[config.mk]
export PLATFORM = sky130hd
export DESIGN_NAME = sram_bus_arbiter
export DESIGN_NICKNAME = d
export VERILOG_FILES = /design/src/rtl/sram_bus_arbiter.sv
export SDC_FILE = /design/constraint.sdc
export NUM_CORES = 1
export LEC_CHECK = 0
export CAP_MARGIN = 30
export CORE_AREA = 5 5 104 106
export DETAILED_ROUTE_END_ITERATION = 10
export DIE_AREA = 0 0 109 111
export MAX_ROUTING_LAYER = met4
export PLACE_DENSITY = 0.76
export REMOVE_ABC_BUFFERS = 1
export SYNTH_ARGS = -nofsm -noshare
export SYNTH_HDL_FRONTEND = slang
export SYNTH_SLANG_ARGS = --single-unit
[constraint.sdc]
create_clock -name clk -period 2.55 [get_ports clk]
set_input_delay 0.765 -clock clk [delete_from_list [all_inputs] [get_ports clk]]
set_output_delay 0.765 -clock clk [all_outputs]
set_load 0.01 [all_outputs]
[src/rtl/sram_bus_arbiter.sv]
// Two-master (fetch / load-store) arbiter onto a single SRAM-style port.
// One transaction outstanding at a time; data has priority with an anti-starvation limit for fetch.
module sram_bus_arbiter #(
  parameter int STARVE_MAX = 4
) (
  input  logic        clk,
  input  logic        rst,
  input  logic        inst_req,
  input  logic [31:0] inst_addr,
  output logic        inst_addr_ok,
  output logic        inst_data_ok,
  output logic [31:0] inst_rdata,
  input  logic        data_req,
  input  logic        data_wr,
  input  logic [3:0]  data_wstrb,
  input  logic [31:0] data_addr,
  input  logic [31:0] data_wdata,
  output logic        data_addr_ok,
  output logic        data_data_ok,
  output logic [31:0] data_rdata,
  output logic        bus_req,
  output logic        bus_wr,
  output logic [3:0]  bus_wstrb,
  output logic [31:0] bus_addr,
  output logic [31:0] bus_wdata,
  input  logic        bus_addr_ok,
  input  logic        bus_data_ok,
  input  logic [31:0] bus_rdata
);
  localparam int CW = (STARVE_MAX < 1) ? 1 : $clog2(STARVE_MAX + 1);

  typedef enum logic [1:0] {IDLE, ADDR, WAIT} state_t;

  state_t        state;
  logic          lock_data;   // grant held while the slave stalls address acceptance
  logic          owner_data;
  logic [CW-1:0] starve_cnt;

  logic sel_data, presenting, accept, in_wait, starved;

  always_comb begin
    starved    = inst_req && (starve_cnt == CW'(STARVE_MAX));
    sel_data   = (state == ADDR) ? lock_data : (data_req && !starved);
    presenting = !rst && ((state == ADDR) || (state == IDLE && (inst_req || data_req)));
    accept     = presenting && bus_addr_ok;
    in_wait    = !rst && (state == WAIT);

    bus_req      = presenting;
    bus_wr       = presenting && sel_data && data_wr;
    bus_wstrb    = (presenting && sel_data) ? data_wstrb : 4'h0;
    bus_wdata    = (presenting && sel_data) ? data_wdata : 32'h0;
    bus_addr     = !presenting ? 32'h0 : (sel_data ? data_addr : inst_addr);
    inst_addr_ok = accept && !sel_data;
    data_addr_ok = accept && sel_data;

    // Responses only reach the recorded owner, and only while a transaction is outstanding.
    inst_data_ok = in_wait && !owner_data && bus_data_ok;
    data_data_ok = in_wait && owner_data && bus_data_ok;
    inst_rdata   = (in_wait && !owner_data) ? bus_rdata : 32'h0;
    data_rdata   = (in_wait && owner_data) ? bus_rdata : 32'h0;
  end

  always_ff @(posedge clk) begin
    if (rst) begin
      state      <= IDLE;
      lock_data  <= 1'b0;
      owner_data <= 1'b0;
      starve_cnt <= '0;
    end else begin
      case (state)
        IDLE, ADDR: begin
          if (presenting) begin
            if (bus_addr_ok) begin
              state      <= WAIT;
              owner_data <= sel_data;
            end else begin
              state     <= ADDR;
              lock_data <= sel_data;
            end
          end
        end
        WAIT: if (bus_data_ok) state <= IDLE;
        default: state <= IDLE;
      endcase

      if (!inst_req)
        starve_cnt <= '0;
      else if (accept && !sel_data)
        starve_cnt <= '0;
      else if (accept && sel_data && starve_cnt != CW'(STARVE_MAX))
        starve_cnt <= starve_cnt + 1'b1;
    end
  end
endmodule

Yosys cells after proc, flatten, opt, wreduce, memory -nomap -nowiden
Cells that the tools add are included.
{"block": "op_classes", "add_sub_neg": 1, "eq_ne": 6, "n_shift": 0, "div_mod_pow": 0, "n_reduce_logical": 27, "multipliers": 0, "n_mux": 11, "bitwise": 2, "magnitude_cmp": 0}
{"cell": "$mux W32", "count": 5}
{"cell": "$logic_and A1 B1 Y1", "count": 15}
{"cell": "$mux W2", "count": 3}
{"cell": "$reduce_and A3 Y1", "count": 2}
{"cell": "$logic_not A1 Y1", "count": 4}
{"cell": "$mux W4", "count": 1}
{"cell": "$ne A2 B2 Y1 const B", "count": 2}
{"cell": "$pmux W2 S2", "count": 1}
{"cell": "$add A3 B1 Y3 const B", "count": 1}
{"cell": "$eq A3 B3 Y1 const B", "count": 1}
{"cell": "$ne A3 B3 Y1 const B", "count": 1}
{"cell": "$reduce_or A3 Y1", "count": 1}
{"cell": "$eq A2 B1 Y1 const B", "count": 1}
{"cell": "$eq A2 B2 Y1 const B", "count": 1}
{"cell": "$logic_not A2 Y1", "count": 1}
{"cell": "$logic_or A1 B1 Y1", "count": 2}
{"cell": "$not A1 Y1", "count": 2}
{"cell": "$reduce_and A2 Y1", "count": 1}
{"cell": "$reduce_or A2 Y1", "count": 1}
{"cell": "$mux W1", "count": 1}
{"block": "totals", "mem_bits_rw": 0, "n_memories": 0, "reg_bits": 7, "word_cells": 51, "latchBits": 0, "romBits": 0, "out_inout_bits": 138, "in_bits": 139}

Longest topological paths before layout
{"block": "depth", "depth_word": 8, "depth_mapped": 8, "depth_no_buf": 6}

Worst setup path before layout
No wires, ideal clock.
{"block": "synth_path", "path_kind": "input to output", "start": "in inst_req", "end": "out bus_addr[10]", "t_required_ns": 1.785, "t_arrival_ns": 1.768, "cell_stages": 6, "n_path_buf": 2, "path_slack_ns": 0.017, "cell_sequence": "and3_4 > o31a_1 > buf_6 > buf_12 > mux2i_1 > nor2_1"}
{"block": "synth_via", "elab_chain_cells": 6, "elab_cells_between_ends": 10, "classes_between": "mux: 3; reduce/logical: 7"}
{"element": "start, declared", "line_no": "8", "rtl": "input logic inst_req,"}
{"element": "$logic_and A1 B1 Y1", "line_no": "42", "rtl": "starved = inst_req && (starve_cnt == CW'(STARVE_MAX));"}
{"element": "$logic_not A1 Y1", "line_no": "43", "rtl": "sel_data = (state == ADDR) ? lock_data : (data_req && !starved);"}
{"element": "$logic_and A1 B1 Y1", "line_no": "43"}
{"element": "$mux W1", "line_no": "43"}
{"element": "$mux W32", "line_no": "52", "rtl": "bus_addr = !presenting ? 32'h0 : (sel_data ? data_addr : inst_addr);"}
{"element": "$mux W32 *", "line_no": "52"}
{"element": "end, declared", "line_no": "24", "rtl": "output logic [31:0] bus_addr,"}
Mark *: on every way between the ends. The rest lies on a longest branch, timed or not.

Worst setup path after layout
{"block": "layout_path", "start": "in inst_req", "end": "out bus_wdata[7]"}
{"block": "layout_via", "elab_chain_cells": 6, "elab_cells_between_ends": 10, "classes_between": "mux: 2; reduce/logical: 8"}
{"element": "$logic_and A1 B1 Y1 or $logic_or A1 B1 Y1 (tied branches)", "line_no": "42, 44"}
{"element": "$logic_not A1 Y1 or $logic_and A1 B1 Y1 (tied branches)", "line_no": "43, 44"}
{"element": "$logic_and A1 B1 Y1 or $logic_or A1 B1 Y1 (tied branches)", "line_no": "43, 44"}
{"element": "$mux W1 or $logic_and A1 B1 Y1 (tied branches)", "line_no": "43, 44"}
{"element": "$logic_and A1 B1 Y1 *", "line_no": "51", "rtl": "bus_wdata = (presenting && sel_data) ? data_wdata : 32'h0;"}
{"element": "$mux W32 *", "line_no": "51"}
{"element": "end, declared", "line_no": "25", "rtl": "output logic [31:0] bus_wdata,"}
Marked as above.

==> results by group <==
Floorplan
  – Initial core utilization: 17.0%
  – Core Footprint: between 9000 and 10000 um^2
  – Placement Rows: 36
  – Ports: between 200 and 300
  – Die X: ~110 um
  – Die height: 111 um
  – Total die area: approximately 12000 um^2

Logic synthesis
  – Synth Flop Type: dfxtp_1
  – Area contributors post-synth: and2_1 (25%), mux2i_1 (19%), and3_1 (15%)
  – XOR/XNOR share of the synthesized area: 0%
  – #FFs+latches synth: 7
  – Netlist Area Pre-Place: roughly 1700 um^2
  – Post-synth top cells: and2_1 (66), and3_1 (39), nor2_1 (37)
  – Post-synth EDFFs: 0
  – Compound-cell area share of the yosys netlist: 6.22%
  – Mux share of post-synthesis cell area: between 10% and 20%
  – Syn Area/Cell: 6.96 um^2
  – Sequential fraction of the synthesis area: 8.49%
  – Post-synth ARST share: 0%
  – Top cell type's share of synthesized area: between 20 and 30%
  – Synth Area in Adders: 1.52%
  – Synth Instances: between 200 and 250
  – Post-synth top area cell: and2_1
  – Yosys cell types: 32
  – Largest family of logic cells by synthesized area: simple AND/OR/NAND/NOR gates
  – Synth Warn #: 0
  – Simple-gate share of the synthesized area: between 50 and 60%
  – Count leader, synth: and2_1

Clock network
  – Hold buffers post-CTS: 0
  – Clock tree buffer depth: 2
  – Clock transition at path regs: 0.04 ns
  – CTS tree: built
  – Worst skew pair latency: 0.23 ns
  – H-tree levels: 1
  – Sink Count: 7
  – Root buffer cell: clkbuf_8
  – Total CTS buffers: 3

Drt
  – Detailed Route Iter0 Violations: 52
  – Highest metal used: met4
  – Detailed-routing iteration count for the pre-antenna-repair pass: 4
  – Met2 WL: about 7300 um
  – # DRC: 0
  – Vias: 3185
  – Met3 routed WL: 1210 um
  – Vias/cell: approximately 4.5
  – Routed WL: 13500 um
  – Post-DRT Antenna Nets: 0
  – Per-cell routed wire length: approximately 19 um
  – Met1 Routed Length: 4680 um

Timing
  – Worst Slack Setup Final: -0.375 ns
  – Actual slew at the worst max-slew pin: 0.653 ns
  – Hold Fails Final Rpt: 0
  – Final Cycle Share: 115%
  – Final Slew Violations: 0
  – Worst slew margin: 55.8%
  – Final setup fails: 75
  – Setup_tns: -18.83 ns
  – Highest Clock Rate: about 0.34 GHz
  – Minimum clock period: 2.93 ns
  – Skew final: slightly below 0.01 ns
  – RSZ-0062 raised after global routing: true
  – Final hold slack: 0.564 ns

Place
  – Post-Place Setup Slack: -0.973 ns
  – Gpl congestion: 0.872
  – Area of placed instances: 4680 um^2
  – PortBufs: 276
  – Final HPWL DP: 8200 um

Setup path
  – Critical path fanouts, max: 4
  – CP Class: primary input to output pin
  – Crit start category: primary input
  – CP Data Required Time: 1.79 ns
  – Worst Path Arrival: 2.16 ns
  – Endpoint class of the critical path: output pin

Pwr
  – Combinational power share: 77.8%
  – Power per Cell Area: approximately 220 nW/um^2
  – Pleak: roughly 2.8 nW
  – Switching part of the total power: roughly a third
  – Switching pwr: between 400 and 500 uW
  – Power share of the clock group: 12.5%
  – Power Internal: 830 uW
  – Register share of total power: 9.7%
  – Worst vdd rail ir drop: 0.167 mV

Cells and area
  – Final design utilization: roughly 60%
  – Fillcell total: 818
  – Post-route design area: 5790 um^2
  – Nets@finish: 714
  – Area delta synth->final: 251%
  – Diode count: 0
  – Layout cells sized above 1: between 50 and 60%

Outcome
  – Run status: finished, violations left
  – Failing checks: setup timing

Global routing
  – Largest net degree at the start of global routing: 29
  – Overflow after GRT: 0
  – Initial antenna violation count: 0
  – Global-route wire length before repair: 19000 um
  – Vias in the first global route: between 3000 and 4000
  – Tot GR Track Use: 20.6%

Worst hold path
  – Worst min-delay path class: flip-flop to flip-flop

Flow run
  – Max-Cap Viols: 0
[sequential cells by signal, summed over array words and instances, names as in the netlist]
register	flops
starve_cnt	3
state	2
lock_data	1
owner_data	1
[kinds of logic (layout without fill, tap and decap cells)]
group | Yosys count | count (layout)
and+or+nand+nor | 157 | 157
muxes | 32 | 32
buffers and inverters | 27 | 362
AOI/OAI and AO/OA | 12 | 12
DFF | 7 | 7
adders and majority gates | 2 | 2
[power by group through the flow]
stage	logic, mW	clock network, mW	registers (mW)
after floorplan	0.208	0	0.120
after global placement	0.652	0	0.121
after detailed placement	0.663	0	0.121
after CTS	0.924	0.160	0.122
after global routing	1.03	0.170	0.123
final	0.983	0.158	0.122
[metal layers]
| layer | up-vias | global-route usage (%) |
|---|---|---|
| met4 | 0 | 5.64 |
| met3 | 28 | 4.48 |
| met1 | 1484 | 21.1 |
| li1 | 1474 | - |
| met2 | 199 | 38.6 |
| met5 | - | - |
[critical path: stages]
cell and delay (ns):
buf_6 0.10, and3_4 0.17, buf_6 0.12, o31ai_4 0.24, buf_6 0.15, buf_8 0.11, buf_12 0.11, buf_16 0.10
and3_4 0.18, buf_6 0.10
[stage by stage]
stage	power, mW	std cells
2_1_floorplan	0.328	216
3_3_place_gp	0.772	651
3_5_place_dp	0.784	651
4_1_cts	1.20	705
5_1_grt	1.33	705
6_report	1.26	705
[area by class of cell]
type / instances / area [um^2] / share of cell area, %
Sequential cell: 7 / 143 / 2.46
Clock buffer: 4 / 45.0 / 0.777
Tap cell: 133 / 166 / 2.87
Inverter: 6 / 38.8 / 0.669
Multi-Input combinational cell: 203 / 1760 / 30.4
Timing Repair inverter: 6 / 81.3 / 1.40
Timing Repair Buffer: 346 / 3560 / 61.4
[placed cells by master (no fill, tap or decap), drive strengths merged]
master / instances
a21o: 2
o31ai: 1
mux2i: 32
clkdlybuf4s50: 135
a211oi: 2
ha: 2
dfxtp: 7
and2: 66
nor4: 1
nand3: 2
o311ai: 1
nor2b: 1
a41oi: 1
and3: 40
bufbuf: 1
nand3b: 1
and4: 1
nand2: 5
clkdlybuf4s15: 5
o31a: 1
o21ai: 1
buf: 185
nor3: 2
or3: 1
a21oi: 3
clkbuf: 24
inv: 12
nor2: 37
[repair_timing]
item | 4_1_cts | 5_1_grt
pin swaps | 45 | 43
cloned | 19 | 4
buffers inserted | 33 | 9
endpoints found under the setup margin | 138 | 128
gates resized for setup | 672 | 129
[final timing paths]
kind | to | cells past startpoint | slack, ns | start
setup / recovery | bus_wdata[7] | 10 | -0.38 | inst_req
hold reg to reg | lock_data$_SDFFE_PP0P_ | 2 | 0.56 | lock_data$_SDFFE_PP0P_
setup reg to reg | starve_cnt[2]$_SDFFE_PP0P_ | 12 | 0.16 | starve_cnt[0]$_SDFFE_PP0P_
hold / removal | lock_data$_SDFFE_PP0P_ | 2 | 0.56 | lock_data$_SDFFE_PP0P_
Note: power is estimated with default switching activity, not from simulation.
